===== src/rtl/serial_sbox_layer_if.sv =====
// Handshake and S-box bus bundle for serial_sbox_layer.
interface serial_sbox_layer_if #(
    parameter int unsigned LANES = 8
);
    localparam int unsigned LW = 6;
    localparam int unsigned DW = LW * LANES;

    logic          in_valid;
    logic          in_ready;
    logic [DW-1:0] in_data;
    logic          out_valid;
    logic          out_ready;
    logic [DW-1:0] out_data;
    logic [LW-1:0] sb_x;
    logic [LW-1:0] sb_y;

    // Round logic and the external S-box sit on the master side.
    modport master (
        output in_valid, in_data, out_ready, sb_y,
        input  in_ready, out_valid, out_data, sb_x
    );

    // The sequencer itself.
    modport slave (
        input  in_valid, in_data, out_ready, sb_y,
        output in_ready, out_valid, out_data, sb_x
    );
endinterface


===== src/rtl/serial_sbox_layer.sv =====
// Serial substitution layer: one shared 6-bit S-box applied lane by lane.
module serial_sbox_layer #(
    parameter int unsigned LANES = 8,
    parameter int unsigned CW    = 5
) (
    input  logic                clk,
    input  logic                rst,
    serial_sbox_layer_if.slave  bus,
    output logic                busy
);
    localparam int unsigned LW = 6;
    localparam int unsigned IW = (LANES > 1) ? $clog2(LANES) : 1;
    localparam logic [CW-1:0] LAST = CW'(LANES - 1);

    typedef enum logic [1:0] {
        IDLE = 2'd0,
        RUN  = 2'd1,
        DONE = 2'd2
    } state_t;

    typedef logic [LANES-1:0][LW-1:0] word_t;

    state_t        state_q, state_d;
    logic [CW-1:0] cnt_q, cnt_d;
    word_t         src_q, src_d;
    word_t         res_q, res_d;

    // State, counter and word registers; reset discards any word in flight.
    always_ff @(posedge clk) begin
        if (rst) begin
            state_q <= IDLE;
            cnt_q   <= '0;
            src_q   <= '0;
            res_q   <= '0;
        end else begin
            state_q <= state_d;
            cnt_q   <= cnt_d;
            src_q   <= src_d;
            res_q   <= res_d;
        end
    end

    // Next-state logic; sb_y is only captured in RUN so X elsewhere never lands.
    always_comb begin
        state_d = state_q;
        cnt_d   = cnt_q;
        src_d   = src_q;
        res_d   = res_q;
        unique case (state_q)
            IDLE: begin
                if (bus.in_valid) begin
                    src_d   = word_t'(bus.in_data);
                    res_d   = '0;
                    cnt_d   = '0;
                    state_d = RUN;
                end
            end
            RUN: begin
                res_d[cnt_q[IW-1:0]] = bus.sb_y;
                if (cnt_q == LAST) begin
                    cnt_d   = '0;
                    state_d = DONE;
                end else begin
                    cnt_d = cnt_q + CW'(1);
                end
            end
            DONE: begin
                if (bus.out_ready) begin
                    state_d = IDLE;
                end
            end
            default: begin
                state_d = IDLE;
            end
        endcase
    end

    // Outputs decode the state register and are forced low while rst is held.
    assign bus.in_ready  = (state_q == IDLE) && !rst;
    assign bus.out_valid = (state_q == DONE) && !rst;
    assign busy          = (state_q == RUN)  && !rst;
    assign bus.out_data  = rst ? '0 : res_q;
    assign bus.sb_x      = busy ? src_q[cnt_q[IW-1:0]] : '0;

endmodule


===== src/flat_wrapper.sv =====
// flat-port wrapper written by rule: the top's interface ports become plain ports
module serial_sbox_layer_flat 
#(
    parameter int unsigned LANES = 8,
    parameter int unsigned CW    = 5
)
  (clk, rst, busy, bus_in_valid, bus_in_data, bus_out_ready, bus_sb_y, bus_in_ready, bus_out_valid, bus_out_data, bus_sb_x);
  serial_sbox_layer_if #(.LANES(LANES)) bus_i ();
  input  logic clk;
  input  logic rst;
  output logic busy;
  input wire logic [$bits(bus_i.in_valid)-1:0] bus_in_valid;
  input wire logic [$bits(bus_i.in_data)-1:0] bus_in_data;
  input wire logic [$bits(bus_i.out_ready)-1:0] bus_out_ready;
  input wire logic [$bits(bus_i.sb_y)-1:0] bus_sb_y;
  output wire logic [$bits(bus_i.in_ready)-1:0] bus_in_ready;
  output wire logic [$bits(bus_i.out_valid)-1:0] bus_out_valid;
  output wire logic [$bits(bus_i.out_data)-1:0] bus_out_data;
  output wire logic [$bits(bus_i.sb_x)-1:0] bus_sb_x;
  assign bus_i.in_valid = bus_in_valid;
  assign bus_i.in_data = bus_in_data;
  assign bus_i.out_ready = bus_out_ready;
  assign bus_i.sb_y = bus_sb_y;
  assign bus_in_ready = bus_i.in_ready;
  assign bus_out_valid = bus_i.out_valid;
  assign bus_out_data = bus_i.out_data;
  assign bus_sb_x = bus_i.sb_x;
  serial_sbox_layer #(.LANES(LANES), .CW(CW)) u_core (.clk(clk), .rst(rst), .bus(bus_i), .busy(busy));
endmodule

===== config.mk =====
export PLATFORM = sky130hd
export DESIGN_NAME = serial_sbox_layer_flat
export DESIGN_NICKNAME = d
export VERILOG_FILES = /design/src/rtl/serial_sbox_layer_if.sv /design/src/rtl/serial_sbox_layer.sv /design/src/flat_wrapper.sv
export SDC_FILE = /design/constraint.sdc
export NUM_CORES = 1
export LEC_CHECK = 0
export CORE_MARGIN = 2
export CORE_UTILIZATION = 50
export DETAILED_ROUTE_END_ITERATION = 10
export PLACE_DENSITY = 0.85
export REMOVE_ABC_BUFFERS = 1
export SKIP_CTS_REPAIR_TIMING = 1
export SLEW_MARGIN = 30
export SYNTH_ARGS = -nofsm -noshare
export SYNTH_HDL_FRONTEND = slang
export SYNTH_SLANG_ARGS = --single-unit

===== constraint.sdc =====
create_clock -name clk -period 3.2 [get_ports clk]
set_input_delay 0.64 -clock clk [delete_from_list [all_inputs] [get_ports clk]]
set_output_delay 0.64 -clock clk [all_outputs]
set_load 0.02 [all_outputs]

==> run metrics, run 1 <==
R2R Setup Slk=roughly 1.1 ns; reg-to-reg startpoint=u_core.cnt_q[0]; FFs w/ async S/R, synth=0%; cells along the critical path=nor2b_1 > a22oi_1 > a21oi_1 > o21a_1 > clkdlybuf4s50_1; Final Hold Vio Count=0; Fmax=around 340 MHz; most common cell after layout, fill and taps aside=nand2_1; hold path start=u_core.src_q[44]; die width=between 100 and 150 µm; initial antenna violation count=0; fin util=66.0%; Critical Setup Path Class=reg -> out; Syn Inst Count=586; Reg power frac=approximately 55%; detailed-router iteration count before antenna repair=5; setup violators final=0; Final Cycle Share=93.0%; clk slew on worst S/H paths=0.10 ns; Routed Antenna Nets=0; syn_area_per_cell=8.18 µm²; sequential area share after synthesis=a little over two fifths; Worst Path Max Fanout=12; clk buf depth=2; layout cells sized above 1=6.69%; die height=between 100 and 150 µm; critical path arrival=2.34 ns; final wirelength=12.0 mm; TNS Setup=0 ns; hold endpoint=u_core.src_q[44]; Starting Density=51.6%; most frequent cells in the layout=nand2_1, clkdlybuf4s50_1, dfxtp_1; Net Sw Frac=about 28%; status=completed; CP Data Required Time=2.56 ns; crit path time final=2.98 ns; unique cell type count in the Yosys netlist=42; Hold Path Stages=2; core area=about 0.0093 mm²; DP HPWL=between 8 and 9 mm; Routed wire per std cell=between 10 and 15 µm; Switching Power=701 µW; antenna diode count=0; GR Overflow Total=0; IO Pins=115; maximum vdd drop=approximately 200 µV; Comb power frac=approximately 15%; Startpoint Class=flop; insertion delay of the later-clocked pin in the worst-skew pair=around 0.36 ns; clock sink total=103; CTS tree=built; vias in the first global route=3922; wire length of the first global-routing pass=19.2 mm; DP Worst Slack=0.514 ns; commonest register cell after synthesis=dfxtp_1; PD cells=407 mW/mm²; Rel. slew slack=about 63%; Largest stage delay, worst path=0.61 ns; # rows=35; R2R depth=6; Mapped Area=between 0.004 and 0.005 mm²; Die ar.=0.0104 mm²; Root Buffer=clkbuf_8; Pint=~1.8 mW; leakage dissipation=~2.3 nW; reg2reg end=u_core.res_q[35]; fillcell total=~790; worst-margin pin slew=0.554 ns; Max Slew Vio Count=0; total CTS buffers=9; Worst Setup End Kind=primary output; final worst setup slack=0.223 ns; CP max stage cell=dfxtp_1; P&R area growth vs syn=27.8%; vias per cell=5.36; Hold Path Class=reg -> reg; CTS H-tree depth=3; total number of vias=4296; unrepaired setup endpoints after global routing=false; Synth Warn #=0; final net count=727; pin count of the biggest net entering global routing=98; DRC=0; GRT Resource Usage Total=a little under a quarter; Seq cells post-synth=103; PortBufs=~110; DRT iter0 DRCs=235; EDFF count, synth=0; Clk pwr share=29.8%; Worst Clk Skew=approximately 0.0072 ns; gpl congestion=0.829; MaxCap Viol Count=0
area by class of cell:
type                            instances  area [µm²]  share of cell area [%]
Clock buffer                           11         131                    2.15
Clock inverter                          5        42.5                   0.695
Inverter                                2        7.51                   0.123
Multi-Input combinational cell        426        2460                    40.2
Sequential cell                       103        2060                    33.7
Tap cell                              129         161                    2.64
Timing Repair Buffer                  126        1250                    20.5
routing by layer:
layer | vias up | GRT usage (%) | share of wire (%)
met4 | 0 | 6.67 | 1.4
met2 | 120 | 37.8 | 50
li1 | 2111 | - | -
met5 | - | 0 | 0
met1 | 2048 | 31.3 | 44
met3 | 17 | 4.17 | 4.4
power by group through the flow:
stage	Combinational, mW	Sequential, mW	Clock, mW
detailed placement	0.369	1.40	0
finish	0.376	1.37	0.744
global placement	0.358	1.40	0
floorplan	0.174	1.40	0
global route	0.411	1.38	0.808
CTS	0.370	1.37	0.752
cells in the mapped netlist, types with 5 or more instances:
library cell / count / area share (%)
nor2_1: 40 / 3.1
clkbuf_1: 33 / 2.6
buf_2: 17 / 1.8
nand3b_1: 6 / 0.94
dfxtp_1: 103 / 43
a21oi_1: 77 / 8.0
nand3_1: 16 / 1.7
and2_1: 18 / 2.3
nand2_1: 121 / 9.5
mux4_2: 6 / 2.8
a22oi_1: 5 / 0.78
and2_0: 7 / 0.91
nand2b_1: 5 / 0.65
nor2b_1: 51 / 6.7
mux2i_1: 29 / 6.1
o211ai_1: 12 / 1.9
cell families (layout without fill, tap and decap cells):
logic type                 count (synthesis)  in the layout  synth area share (%)
muxes                                     38             38                  9.58
AOI/OAI and AO/OA                        107            107                  12.7
and+or+nand+nor                          280            280                  28.6
adders and majority gates                  1              1                 0.261
buffers and inverters                     57            144                  5.77
DFF                                      103            103                  43.0
sequential cells by signal, summed over array words and instances, names as in the netlist:
| register | count |
|---|---|
| u_core.state_q | 2 |
| u_core.cnt_q | 5 |
| u_core.res_q | 48 |
| u_core.src_q | 48 |
through the flow:
stage	hold WS [ns]	cells	instance area, µm²	total power [mW]
2_1_floorplan	0.427	531	4520	1.57
3_3_place_gp	0.443	785	5930	1.76
3_5_place_dp	0.449	785	5930	1.77
4_1_cts	0.463	801	6100	2.49
5_1_grt	0.481	802	6120	2.60
6_report	0.461	802	6120	2.49
how the worst max path moves through the flow:
stage,cells past startpoint,from,end
detailed placement,5,u_core.cnt_q[1],bus_sb_x[4]
global placement,5,u_core.cnt_q[1],bus_sb_x[4]
floorplan,4,bus_in_valid,u_core.cnt_q[4]
CTS,5,u_core.cnt_q[1],bus_sb_x[4]
global route,5,u_core.cnt_q[0],bus_sb_x[3]
finish,5,u_core.cnt_q[0],bus_sb_x[3]
worst max-delay path: cells and delay by family (launching register included):
family / cells / cell delay (ns)
simple gates: 1 / 0.31
flops: 1 / 0.61
compound gates: 3 / 0.47
buf+inv: 1 / 0.60
Power figures use the tool's default switching activity.
==> run 2: changes to the inputs <==
REMOVE_ABC_BUFFERS = default   (was 1)
==> run 2 against run 1 <==
Against the previous run: via count shrank 0.49%; flip-flop and latch count is the same; sequential power is essentially flat; non-clock buffer count shrank 1; routed wire length shrank 1.9%; fmax shrank 0.39%; combinational power shrank 4%; register-to-register slack lost 0.07 ns; worst setup slack lost 0.012 ns; worst hold slack is essentially flat; largest cell class unchanged; largest power group unchanged.
==> run metrics, run 2 (synthesis gave the netlist of run 1 again) <==
largest registers=u_core.res_q x48, u_core.src_q x48, u_core.cnt_q x5; most common cell after layout, fill and taps aside=nand2_1; antenna diode count=0 (unchanged); layout cells sized above 1=6.85% (+0.16 points); most frequent cells in the layout=nand2_1, clkdlybuf4s50_1, dfxtp_1; die height=102 µm (unchanged); Finished Cell Area=0.00611 mm² (-0.22%); Routed Antenna Nets=0 (unchanged); PD cells=410 mW/mm² (+0.65%); crit path time final=2.99 ns (+0.0116 ns); PortBufs=114 (unchanged); P&R area growth vs syn=27.5%; detailed-router iteration count before antenna repair=5 (unchanged); GR Overflow Total=0 (unchanged); Rel. slew slack=42.4% (-21 points); pin count of the biggest net entering global routing=112 (+14%); CTS tree=built; critical path arrival=2.35 ns (about the same); Max Slew Vio Count=0 (unchanged); worst-margin pin slew=0.864 ns (+0.310 ns); vias per cell=5.34 (-0.36%); Worst Clk Skew=0.0117 ns (+0.00447 ns); initial antenna violation count=0 (unchanged); Root Buffer=clkbuf_8; fin util=65.8% (-0.15 points); status=completed; total CTS buffers=9 (unchanged); MaxCap Viol Count=0 (unchanged); Critical Setup Path Class=reg -> out; Starting Density=51.6% (unchanged); Routed wire per std cell=14.7 µm (-1.8%); IO Pins=115 (unchanged); Die ar.=0.0104 mm² (unchanged); worst hold slack=0.461 ns (+0.000370 ns); DRT iter0 DRCs=311 (+32%); total number of vias=4275 (-0.49%); DP HPWL=8.28 mm (-0.12%); unrepaired setup endpoints after global routing=false; wire length of the first global-routing pass=19.0 mm (-0.98%); die width=102 µm (unchanged); DP Worst Slack=0.441 ns (-0.0732 ns); CP Data Required Time=2.56 ns (about the same); final net count=726 (-0.14%); TNS Setup=0 ns (unchanged); DRC=0 (unchanged); Hold Path Class=reg -> reg; Final Cycle Share=93.4% (+0.36 points); clk buf depth=2 (unchanged); insertion delay of the later-clocked pin in the worst-skew pair=0.37 ns (about the same); final wirelength=11.7 mm (-1.9%); core area=0.00928 mm² (unchanged); GRT Resource Usage Total=23.0% (about the same); clock sink total=103 (unchanged); CTS H-tree depth=3 (unchanged); Worst Setup End Kind=primary output; Final Hold Vio Count=0 (unchanged); R2R Setup Slk=1.04 ns (-0.07 ns); maximum vdd drop=223 µV (+10%); vias in the first global route=4119 (+5.0%); Fmax=335 MHz (-0.39%); # rows=35 (unchanged); Worst Path Max Fanout=13 (+1); Placed Area=0.00593 mm² (about the same); final worst setup slack=0.211 ns (-0.0116 ns); clk slew on worst S/H paths=0.10 ns (about the same); Syn Nets=roughly 650; leakage dissipation=2.31 nW (-0.32%); gpl congestion=0.814 (-1.8%); setup violators final=0 (unchanged); Startpoint Class=flop
run 2: cell count changes in the layout (fill, tap and decap cells not counted), sizes merged:
cell	change
buf	-1
run 2: power breakdown:
part	switching, mW	total [mW]	leakage [nW]	internal [mW]
registers	0.0445	1.38	0.839	1.34
logic	0.202	0.360	1.39	0.158
clock network	0.451	0.762	0.0826	0.310
run 2: through the flow:
stage          power (mW)  cells
6_report             2.50    801
5_1_grt              2.61    801
4_1_cts              2.51    801
3_5_place_dp         1.77    785
3_3_place_gp         1.75    785
2_1_floorplan        1.62    586
run 2: cell type report:
cell class / count / area (µm²)
clock inverters: 5 / 40.0
fillers: 767 / 3170
repair buffers: 125 / 1230
inverters: 2 / 7.51
well taps: 129 / 161
clock buffers: 11 / 141
flip-flops and latches: 103 / 2070
multi-input cells: 426 / 2460
run 2: metal layers:
metal	vias up	track usage, %	routed length (µm)
met5	-	0	0
met3	23	3.63	642
li1	2107	-	-
met1	2018	29.2	4990
met4	0	8.92	242
met2	127	39.5	5870
run 2: worst paths after layout:
check,startpoint,to,cells past startpoint
hold / removal,u_core.src_q[10],u_core.src_q[10],2
setup reg to reg,u_core.state_q[1],u_core.src_q[21],4
setup / recovery,u_core.cnt_q[0],bus_sb_x[4],5
hold reg to reg,u_core.src_q[10],u_core.src_q[10],2
run 2: critical path: stages, from the launching register on:
cell and delay, ns:
dfxtp_1 0.60, and2_1 0.29, o2bb2ai_1 0.14, nand2_1 0.07, a31oi_1 0.24, clkdlybuf4s50_1 0.64
